==> config.mk <==
export PLATFORM = sky130hd
export DESIGN_NAME = seq_alu
export DESIGN_NICKNAME = d
export VERILOG_FILES = /design/src/rtl/seq_alu_pkg.sv /design/src/rtl/seq_alu_mul.sv /design/src/rtl/seq_alu.sv
export SDC_FILE = /design/constraint.sdc
export NUM_CORES = 1
export LEC_CHECK = 0
export CAP_MARGIN = 10
export CORE_MARGIN = 4
export CORE_UTILIZATION = 45
export DETAILED_ROUTE_END_ITERATION = 7
export HOLD_SLACK_MARGIN = 0.12
export SETUP_SLACK_MARGIN = 0.2
export SYNTH_ARGS = -nofsm -noshare
export SYNTH_HDL_FRONTEND = slang
export SYNTH_SLANG_ARGS = --single-unit
==> constraint.sdc <==
create_clock -name clk -period 7.4 [get_ports clk]
set_clock_uncertainty 0.2 [all_clocks]
set_input_delay 1.48 -clock clk [delete_from_list [all_inputs] [get_ports clk]]
set_output_delay 1.48 -clock clk [all_outputs]
set_load 0.02 [all_outputs]
==> src/rtl/seq_alu_pkg.sv <==
// seq_alu_pkg: shared definitions for the sequential ALU.
//   - 4-bit opcode constants OP_COMPLEMENT .. OP_MUL
//   - FSM state encoding (IDLE / BUSY / DONE)
//   - result flag bundle {zero, neg, carry, ovf, err}
package seq_alu_pkg;

    localparam logic [3:0] OP_COMPLEMENT = 4'b0000;
    localparam logic [3:0] OP_AND        = 4'b0001;
    localparam logic [3:0] OP_XOR        = 4'b0010;
    localparam logic [3:0] OP_OR         = 4'b0011;
    localparam logic [3:0] OP_DEC        = 4'b0100;
    localparam logic [3:0] OP_ADD        = 4'b0101;
    localparam logic [3:0] OP_SUB        = 4'b0110;
    localparam logic [3:0] OP_INC        = 4'b0111;
    localparam logic [3:0] OP_SHL        = 4'b1000;
    localparam logic [3:0] OP_SHR        = 4'b1001;
    localparam logic [3:0] OP_SAR        = 4'b1010;
    localparam logic [3:0] OP_MUL        = 4'b1011;

    typedef enum logic [1:0] {
        IDLE = 2'd0,
        BUSY = 2'd1,
        DONE = 2'd2
    } state_e;

    typedef struct packed {
        logic zero;
        logic neg;
        logic carry;
        logic ovf;
        logic err;
    } flags_t;

endpackage

==> src/rtl/seq_alu_mul.sv <==
// seq_alu_mul: iterative shift-add unsigned multiplier, one op2 bit per cycle.
// Ports:
//   clk, rst        clock, synchronous active-high reset
//   start           load op1/op2 and begin (ignored while no operation runs is fine)
//   op1, op2        WIDTH-bit unsigned operands, sampled on start
//   done            high during the cycle of the final (WIDTH-th) iteration
//   product         2*WIDTH-bit product; valid while done is high
// The product is presented combinationally from the last iteration step so
// the caller can register it on the same edge that completes the multiply.
module seq_alu_mul #(
    parameter int WIDTH = 32
) (
    input  logic                 clk,
    input  logic                 rst,
    input  logic                 start,
    input  logic [WIDTH-1:0]     op1,
    input  logic [WIDTH-1:0]     op2,
    output logic                 done,
    output logic [2*WIDTH-1:0]   product
);

    localparam int CW = $clog2(WIDTH + 1);

    logic [CW-1:0]        cnt_r;
    logic                 active_r;
    logic [2*WIDTH-1:0]   acc_r;
    logic [2*WIDTH-1:0]   mcand_r;
    logic [WIDTH-1:0]     mplier_r;
    logic [2*WIDTH-1:0]   step_s;

    assign step_s  = mplier_r[0] ? (acc_r + mcand_r) : acc_r;
    assign done    = active_r & (cnt_r == CW'(WIDTH - 1));
    assign product = step_s;

    // Operand load on start, then one shift-add iteration per cycle.
    always_ff @(posedge clk) begin
        if (rst) begin
            cnt_r    <= {CW{1'b0}};
            active_r <= 1'b0;
            acc_r    <= {(2*WIDTH){1'b0}};
            mcand_r  <= {(2*WIDTH){1'b0}};
            mplier_r <= {WIDTH{1'b0}};
        end else if (start) begin
            cnt_r    <= {CW{1'b0}};
            active_r <= 1'b1;
            acc_r    <= {(2*WIDTH){1'b0}};
            mcand_r  <= {{WIDTH{1'b0}}, op1};
            mplier_r <= op2;
        end else if (active_r) begin
            acc_r    <= step_s;
            mcand_r  <= mcand_r << 1;
            mplier_r <= mplier_r >> 1;
            if (cnt_r == CW'(WIDTH - 1)) begin
                active_r <= 1'b0;
                cnt_r    <= {CW{1'b0}};
            end else begin
                cnt_r    <= cnt_r + CW'(1);
            end
        end
    end

endmodule

==> src/rtl/seq_alu.sv <==
// seq_alu: handshaked sequential ALU with registered result and flags.
// Optional feature macro: SEQ_ALU_MUL_EN (iterative multiply on opcode 1011;
// when undefined, 1011 is illegal and BUSY is never entered).
// Ports:
//   clk, rst                 clock, synchronous active-high reset
//   in_valid / in_ready      operand handshake (op1, op2, alu_control)
//   out_valid / out_ready    result handshake (result, zero, neg, carry, ovf, err)
// Non-multiply results are computed combinationally from the inputs and
// registered on the accepting edge; multiplies run in seq_alu_mul.
module seq_alu
    import seq_alu_pkg::*;
#(
    parameter int WIDTH = 32
) (
    input  logic              clk,
    input  logic              rst,
    input  logic              in_valid,
    output logic              in_ready,
    input  logic [WIDTH-1:0]  op1,
    input  logic [WIDTH-1:0]  op2,
    input  logic [3:0]        alu_control,
    output logic              out_valid,
    input  logic              out_ready,
    output logic [WIDTH-1:0]  result,
    output logic              zero,
    output logic              neg,
    output logic              carry,
    output logic              ovf,
    output logic              err
);

    localparam int SHW = $clog2(WIDTH);

    state_e               state_r;
    state_e               state_next_s;
    logic [WIDTH-1:0]     result_r;
    flags_t               flags_r;

    logic [WIDTH-1:0]     alu_res_s;
    flags_t               alu_flags_s;
    logic [WIDTH:0]       ext_s;
    logic [SHW-1:0]       shamt_s;

    logic                 is_mul_s;
    logic                 mul_start_s;
    logic                 mul_done_s;
    logic [2*WIDTH-1:0]   mul_product_s;
    logic                 load_alu_s;
    logic                 load_mul_s;

    assign shamt_s     = op2[SHW-1:0];
    assign in_ready    = (state_r == IDLE) | ((state_r == DONE) & out_ready);
    assign mul_start_s = in_valid & in_ready & is_mul_s;

`ifdef SEQ_ALU_MUL_EN
    assign is_mul_s = (alu_control == OP_MUL);

    seq_alu_mul #(.WIDTH(WIDTH)) u_mul (
        .clk     (clk),
        .rst     (rst),
        .start   (mul_start_s),
        .op1     (op1),
        .op2     (op2),
        .done    (mul_done_s),
        .product (mul_product_s)
    );
`else
    assign is_mul_s      = 1'b0;
    assign mul_done_s    = 1'b0;
    assign mul_product_s = {(2*WIDTH){1'b0}};
`endif

    // Single-cycle opcode decode; the ext_s MSB is carry-out / borrow.
    always_comb begin
        alu_res_s   = {WIDTH{1'b0}};
        alu_flags_s = 5'b00000;
        ext_s       = {(WIDTH+1){1'b0}};
        case (alu_control)
            OP_COMPLEMENT: alu_res_s = ~op1;
            OP_AND:        alu_res_s = op1 & op2;
            OP_XOR:        alu_res_s = op1 ^ op2;
            OP_OR:         alu_res_s = op1 | op2;
            OP_DEC: begin
                ext_s             = {1'b0, op1} - {{WIDTH{1'b0}}, 1'b1};
                alu_res_s         = ext_s[WIDTH-1:0];
                alu_flags_s.carry = ext_s[WIDTH];
                alu_flags_s.ovf   = op1[WIDTH-1] & ~ext_s[WIDTH-1];
            end
            OP_ADD: begin
                ext_s             = {1'b0, op1} + {1'b0, op2};
                alu_res_s         = ext_s[WIDTH-1:0];
                alu_flags_s.carry = ext_s[WIDTH];
                alu_flags_s.ovf   = (op1[WIDTH-1] == op2[WIDTH-1]) &
                                    (ext_s[WIDTH-1] != op1[WIDTH-1]);
            end
            OP_SUB: begin
                ext_s             = {1'b0, op1} - {1'b0, op2};
                alu_res_s         = ext_s[WIDTH-1:0];
                alu_flags_s.carry = ext_s[WIDTH];
                alu_flags_s.ovf   = (op1[WIDTH-1] != op2[WIDTH-1]) &
                                    (ext_s[WIDTH-1] != op1[WIDTH-1]);
            end
            OP_INC: begin
                ext_s             = {1'b0, op1} + {{WIDTH{1'b0}}, 1'b1};
                alu_res_s         = ext_s[WIDTH-1:0];
                alu_flags_s.carry = ext_s[WIDTH];
                alu_flags_s.ovf   = ~op1[WIDTH-1] & ext_s[WIDTH-1];
            end
            OP_SHL:        alu_res_s = op1 << shamt_s;
            OP_SHR:        alu_res_s = op1 >> shamt_s;
            OP_SAR:        alu_res_s = $signed(op1) >>> shamt_s;
`ifdef SEQ_ALU_MUL_EN
            // Result comes from the multiplier; this path is never loaded.
            OP_MUL:        alu_res_s = {WIDTH{1'b0}};
`endif
            default:       alu_flags_s.err = 1'b1;
        endcase
        alu_flags_s.zero = ~|alu_res_s;
        alu_flags_s.neg  = alu_res_s[WIDTH-1];
    end

    // Next-state and register-load decode.
    always_comb begin
        state_next_s = state_r;
        load_alu_s   = 1'b0;
        load_mul_s   = 1'b0;
        case (state_r)
            IDLE: begin
                if (in_valid) begin
                    if (is_mul_s) begin
                        state_next_s = BUSY;
                    end else begin
                        state_next_s = DONE;
                        load_alu_s   = 1'b1;
                    end
                end else begin
                    state_next_s = IDLE;
                end
            end
            BUSY: begin
                if (mul_done_s) begin
                    state_next_s = DONE;
                    load_mul_s   = 1'b1;
                end else begin
                    state_next_s = BUSY;
                end
            end
            DONE: begin
                if (out_ready) begin
                    if (in_valid) begin
                        if (is_mul_s) begin
                            state_next_s = BUSY;
                        end else begin
                            state_next_s = DONE;
                            load_alu_s   = 1'b1;
                        end
                    end else begin
                        state_next_s = IDLE;
                    end
                end else begin
                    state_next_s = DONE;
                end
            end
            default: state_next_s = IDLE;
        endcase
    end

    // State, result and flag registers.
    always_ff @(posedge clk) begin
        if (rst) begin
            state_r  <= IDLE;
            result_r <= {WIDTH{1'b0}};
            flags_r  <= 5'b00000;
        end else begin
            state_r <= state_next_s;
            if (load_alu_s) begin
                result_r <= alu_res_s;
                flags_r  <= alu_flags_s;
            end else if (load_mul_s) begin
                result_r      <= mul_product_s[WIDTH-1:0];
                flags_r.zero  <= ~|mul_product_s[WIDTH-1:0];
                flags_r.neg   <= mul_product_s[WIDTH-1];
                flags_r.carry <= |mul_product_s[2*WIDTH-1:WIDTH];
                flags_r.ovf   <= 1'b0;
                flags_r.err   <= 1'b0;
            end
        end
    end

    assign out_valid = (state_r == DONE);
    assign result    = result_r;
    assign zero      = flags_r.zero;
    assign neg       = flags_r.neg;
    assign carry     = flags_r.carry;
    assign ovf       = flags_r.ovf;
    assign err       = flags_r.err;

endmodule
==> summary.txt, run 1 <==
Critical path
  – Critical Path RT: 7420 ps
  – R2r endpoint: zero
  – Kind of start point of the critical path: primary input
  – Worst path arrival time: 6300 ps
  – Worst reg2reg path depth: 12
  – Critical R2R Launch: state_r[1]
  – CP max FO: 22
  – Flop-to-flop setup slack: 4200 ps
  – Crit path kind: primary input to flip-flop
  – CP endpoint kind: flip-flop
  – CP startpoint: op1[10]

Logic synthesis
  – Synthesis-stage register bit count: 38
  – Mapped Cells: 1,920
  – Sequential element share of the synthesized area: 5.663%
  – Mapped Area: 13,430 um2
  – Post-synth EDFFs: 0
  – Synth cell types: 93
  – Most used flip-flop cell after synthesis: dfxtp_1
  – Syn Nets: 2,102
  – Fraction of registers with async set/reset: 0%
  – Synth warn: 0
  – Syn Area/Cell: 6.996 um2

Clocking
  – Longest Clk Path Bufs: 2
  – Root Driver: clkbuf_16
  – H-tree depth: 2
  – Clock sink total: 38
  – Cts bufs inserted: 5
  – TritonCTS clock tree: built
  – Clk_lat worst skew: 290 ps
  – Hold_buf cts: 0
  – CTS clock-pin slew for the worst setup and hold paths: 60 ps
  – Post-CTS setup buffers: 0
  – Resized cells post-CTS: 0

Placed design
  – DP Wirelength: 52,930 um
  – Routability Congestion: 1.097
  – PortBufs: 110
  – DP Area: 14,860 um2
  – Worst slack at placement: 1028 ps

Die
  – Core area: 29,090 um2
  – Placement Rows: 62
  – Die width: 180.8 um
  – Die ar.: 32,680 um2
  – # IOs: 111
  – Die height: 180.8 um
  – Initial core utilization: 46.18%

Detailed routing
  – Via count: 16,840
  – Residual DRC: 0
  – DR iter-0 viols: 2,570
  – Via density: 7.245
  – Final WL: 67,860 um
  – DRT antenna net count: 0
  – WL/cell: 29.20 um
  – Drt first pass iters: 7

Power
  – Switching share of power: 49.87%
  – PwrDens: 108.3 nW/um2
  – Clock share of power: 17.2%
  – Gate power share: 68.7%
  – Part of the power in registers: 14.1%
  – Static leakage: 5.860 nW
  – Internal cell power: 817.7 uW
  – Worst IR Drop VDD: 74.46 uV
  – Switching power of the nets: 813.4 uW

Timing
  – Final setup violation count: 0
  – Final Max Slew Viols: 0
  – RSZ-0062 raised after global routing: no
  – Final setup margin: 1111 ps
  – Slew margin rel.: 19.67%
  – Slew of the pin with the lowest slew margin: 1197 ps
  – Final period util: 84.98%
  – Fmax achieved: 159.0 MHz
  – Crit path time final: 6289 ps
  – Final Hold Vio Count: 0
  – Setup_tns: 0 ps

GRT
  – First-pass GRT wire length: 99,330 um
  – Pin count of the biggest net entering global routing: 69
  – Gr usage total: 38.91%
  – Initial antenna violation count: 2
  – Congestion Overflow GR: 0
  – Vias in the first global route: 15,090

Finish
  – Final Core Density: 51.76%
  – Design area: 15,060 um2
  – Nets@finish: 2,121
  – Antenna cells: 0
  – Most common cell after layout, fill and taps aside: nor2_1
  – Share of cells above drive strength 1: 12.01%
  – Syn-to-layout area delta: 12.10%
  – Most frequent cells in the layout: 222 x nor2_1, 150 x a21oi_1, 141 x nand2_1, 108 x ha_1, 106 x o21ai_0

Hold path
  – Hold Path Class: flip-flop to flip-flop
  – Hold EP: state_r[0]
  – Hold_sp: state_r[1]
  – Hold Path Cell Cnt: 1

Job
  – Max-cap violations: 0

Status
  – Status: complete, no violations
worst max path at each step:
stage	cells past startpoint	slack, ps	endpoint
final	14	1110	ovf
after global routing	16	1030	zero
after CTS	14	1310	ovf
after detailed placement	14	1030	ovf
after global placement	16	900	result[27]
after floorplan	15	1800	ovf
power by group through the flow:
stage               registers, mW  logic, mW  clock network, mW
global placement            0.235       1.06                  0
CTS                         0.231       1.07              0.286
detailed placement          0.235       1.06                  0
finish                      0.230       1.12              0.281
floorplan                   0.255      0.652                  0
global route                0.233       1.17              0.291
critical path: stages:
cell	delay, ps
clkdlybuf4s50_1	450
buf_4	270
inv_1	150
ha_1	480
a21oi_1	340
o21ai_0	310
nor3_1	440
o31ai_1	300
a41o_1	370
a221o_1	450
a2111oi_2	470
nor3_1	100
or4b_1	510
a31oi_1	170
cell type report:
| class | instances | area [um2] |
|---|---|---|
| repair buffers | 194 | 1712 |
| inverters | 104 | 390.4 |
| clock buffers | 5 | 125.1 |
| flip-flops and latches | 38 | 760.7 |
| multi-input cells | 1596 | 11520 |
| well taps | 384 | 480.5 |
| clock inverters | 3 | 68.82 |
| fillers | 3051 | 14030 |
routing by layer:
layer	global-route usage, %	up-vias	routed length (um)
met2	56.59	1388	28020
met1	54.82	7986	26870
met5	0	-	31
met4	13.73	4	2945
met3	11.26	198	9989
li1	-	7261	-
synth_stat cells (all sizes together) (26+ instances only):
| cell type | instances | area, um2 |
|---|---|---|
| nor2 | 223 | 837.1 |
| nand3 | 50 | 250.2 |
| a21oi | 150 | 750.7 |
| o21ai | 107 | 535.5 |
| a211oi | 58 | 435.4 |
| mux2i | 70 | 700.7 |
| nand2 | 142 | 535.5 |
| dfxtp | 38 | 760.7 |
| nor3 | 84 | 430.4 |
| xnor2 | 43 | 376.6 |
| ha | 108 | 1351 |
| clkbuf | 123 | 461.7 |
| mux4 | 51 | 1152 |
| nor4 | 28 | 202.7 |
| inv | 101 | 379.1 |
| o22ai | 31 | 193.9 |
| a221oi | 26 | 234.0 |
| buf | 59 | 327.8 |
| mux2 | 30 | 337.8 |
registers in the layout (all words and copies together), names as in the netlist:
| register | flops |
|---|---|
| result | 32 |
| state_r | 2 |
| err | 1 |
| zero | 1 |
| carry | 1 |
| ovf | 1 |
cell families (layout without fill, tap and decap cells):
kind of cell / count (synthesis) / in the layout / share of synthesized area, %
buffers and inverters: 286 / 306 / 8.783
XOR/XNOR: 45 / 45 / 2.934
adder cells (fa/ha/maj): 110 / 110 / 10.36
flip-flops: 38 / 38 / 5.663
AO/OA/AOI/OAI: 619 / 619 / 31.59
AND/OR/NAND/NOR: 671 / 671 / 24.37
multiplexers: 151 / 151 / 16.31
per-stage QoR:
| stage | power, mW | hold WS [ps] | instances |
|---|---|---|---|
| floorplan | 0.9073 | 204.7 | 1920 |
| global placement | 1.298 | 212.9 | 2316 |
| detailed placement | 1.300 | 229.1 | 2316 |
| CTS | 1.586 | 237.7 | 2324 |
| global route | 1.694 | 260.7 | 2324 |
| finish | 1.631 | 237.0 | 2324 |
Note: power is estimated with default switching activity, not from simulation.
==> run 2, diff against run 1 <==
clock period = 6.36 ns   (was 7.4 ns; I/O delays follow)
==> run 2 against run 1 <==
  * Clock-buffer cell count unchanged
  * Hold slack hardly changed
  * Cell count is 1.9% higher
  * Critical path depth stayed put
  * Combinational power increased by 20%
  * Setup slack got worse by 840 ps
  * Highest routed layer is now met4
==> summary.txt, run 2 (synthesized netlist as in run 1, its figures left out) <==
Hold path
  – Hold Path Class: flip-flop to flip-flop

Detailed routing
  – Via density: 7.221 (-0.33%)
  – Final WL: 70,960 um (+4.6%)
  – DRT antenna net count: 0 (unchanged)
  – DR iter-0 viols: 2,894 (+13%)
  – Drt first pass iters: 7 (unchanged)
  – Residual DRC: 0 (unchanged)
  – WL/cell: 29.97 um (+2.6%)
  – Via count: 17,100 (+1.6%)

Timing
  – Final Hold Vio Count: 0 (unchanged)
  – Crit path time final: 6088 ps
  – Fmax achieved: 164.3 MHz
  – Slew of the pin with the lowest slew margin: 1222 ps (+25.13 ps)
  – Final period util: 95.72%
  – Final Max Slew Viols: 0 (unchanged)
  – Final setup margin: 272.3 ps (-838.9 ps)
  – RSZ-0062 raised after global routing: no
  – Slew margin rel.: 18.24% (-1.4 points)
  – Final setup violation count: 0 (unchanged)

Critical path
  – CP cell instances: clkdlybuf4s50_1 -> ha_1 -> a211o_1 -> a21oi_1 -> o31a_1 -> mux2i_1 -> nor4bb_1 -> o21ai_0 -> nor4_1 -> nand4_1 -> nor4_1 -> and4_1 -> and4_1 -> a41o_1
  – WP buf/inv: 1 (-2)
  – CP max stage delay: 660 ps (+150 ps)
  – Worst path top cell family by delay: simple AND/OR/NAND/NOR gates
  – Crit path kind: primary input to flip-flop
  – Kind of start point of the critical path: primary input
  – CP endpoint kind: flip-flop
  – Worst path arrival time: 6110 ps (-190 ps)
  – Slowest cell on the critical path: clkdlybuf4s50_1
  – Critical Path RT: 6380 ps (-1040 ps)
  – CP max FO: 13 (-41%)

Finish
  – Syn-to-layout area delta: 14.98%
  – Multi-input combinational cell area: 11,540 um2 (+0.14%)
  – Sequential cell area: 760.7 um2 (unchanged)
  – Nets@finish: 2,163 (+2.0%)
  – Number of flip-flops in the largest register: 32 (unchanged)
  – Most frequent cells in the layout: 223 x nor2_1, 150 x a21oi_1, 141 x nand2_1, 126 x buf_4, 108 x ha_1
  – Fin cells: 2,368 (+1.9%)
  – Share of cells above drive strength 1: 13.98% (+2.0 points)
  – FILL cells: 2,916 (-4.4%)
  – Design area: 15,440 um2 (+2.6%)
  – Most common cell after layout, fill and taps aside: nor2_1

Placed design
  – DP Area: 15,230 um2 (+2.4%)
  – PortBufs: 110 (unchanged)
  – Cell count after placement: 2,358 (+1.8%)
  – Routability Congestion: 1.105 (+0.77%)
  – DP Wirelength: 55,020 um (+4.0%)
  – Worst slack at placement: -58.84 ps (-1087 ps)

Power
  – Static leakage: 6.089 nW (+3.9%)
  – PnR Total Power: 1.937 mW (+19%)
  – PwrDens: 125.4 nW/um2 (+16%)
  – Worst IR Drop VDD: 85.41 uV (+15%)

GRT
  – Initial antenna violation count: 2 (unchanged)
  – Top Usage Layer GRT: met2
  – Pin count of the biggest net entering global routing: 93 (+35%)
  – First-pass GRT wire length: 103,900 um (+4.6%)
  – Congestion Overflow GR: 0 (unchanged)
  – Gr usage total: 40.82% (+1.9 points)
  – Met2 Resource Use GR: 59.48% (+2.9 points)
  – GR Layer Usage met3: 12.75% (+1.5 points)
  – Met1 track demand over resource: 55.59% (+0.77 points)
  – Vias in the first global route: 15,600 (+3.4%)

Clocking
  – Root Driver: clkbuf_16
  – CTS clock-pin slew for the worst setup and hold paths: 60 ps (about the same)
  – H-tree depth: 2 (unchanged)
  – Cts bufs inserted: 5 (unchanged)
  – Longest Clk Path Bufs: 2 (unchanged)
  – Clk_lat worst skew: 280 ps (about the same)
  – TritonCTS clock tree: built
  – Clock sink total: 38 (unchanged)
  – Post-CTS setup buffers: 0 (unchanged)

Die
  – # IOs: 111 (unchanged)
  – Die width: 180.8 um (unchanged)
  – Initial core utilization: 46.18% (unchanged)
  – Placement Rows: 62 (unchanged)
  – Die height: 180.8 um (unchanged)
  – Core area: 29,090 um2 (unchanged)
  – Die ar.: 32,680 um2 (unchanged)

Status
  – Status: complete, no violations

Job
  – Max-cap violations: 0 (unchanged)
-- run 2: cell count changes in the layout (fill, tap and decap cells not counted), sizes merged --
cell	delta
buf	+42
diode	+2
-- run 2: layout make-up --
type,instances,area share (%)
sequential,38,4.925
clock buffer,5,0.8101
antenna,2,0.03240
clock inverter,3,0.4456
multi-input combinational,1596,74.70
tap,384,3.111
inverter,104,2.528
timing repair buffer,236,13.45
-- run 2: metrics by stage --
stage	hold WS (ps)	setup TNS, ps	utilization [%]
after floorplan	204.7	0	-
after global placement	221.4	-33.52	52.34
after detailed placement	234.5	-58.84	52.34
after CTS	241.8	0	53.01
after global routing	277.7	0	53.08
final	237.4	0	53.09
-- run 2: final timing paths --
path / startpoint / endpoint / slack, ps / depth (start not counted)
setup / recovery: op1[0] / zero / 270 / 14
setup reg to reg: state_r[1] / zero / 2970 / 12
hold / removal: state_r[1] / state_r[0] / 240 / 1
hold reg to reg: state_r[1] / state_r[0] / 240 / 1
-- run 2: layer usage --
| metal | routed length [um] | part of all wire [%] |
|---|---|---|
| met5 | 0 | 0 |
| met4 | 3854 | 5.4 |
| met1 | 27280 | 38 |
| met2 | 28900 | 41 |
| met3 | 10930 | 15 |
-- run 2: worst register-to-register path: stages (launching register included) --
cell	delay [ps]
dfxtp_1	310
nor2b_1	140
nor2_1	150
and2_2	250
o2111ai_1	120
a211oi_1	540
o21ai_0	270
nor4_2	270
nand4_1	230
nor4_1	250
and4_1	240
and4_1	170
a41o_1	180
-- run 2: report_power, final --
group	internal, mW	total, mW	switching (mW)
registers	0.258	0.269	0.0106
clock network	0.225	0.325	0.0998
logic	0.489	1.34	0.854
-- run 2: what timing repair did --
action                                  in CTS  in global routing
endpoints found under the setup margin       0                  2
endpoints found under the hold margin        0                  0
resized for setup                            0                  4
hold buffers                                 0                  0
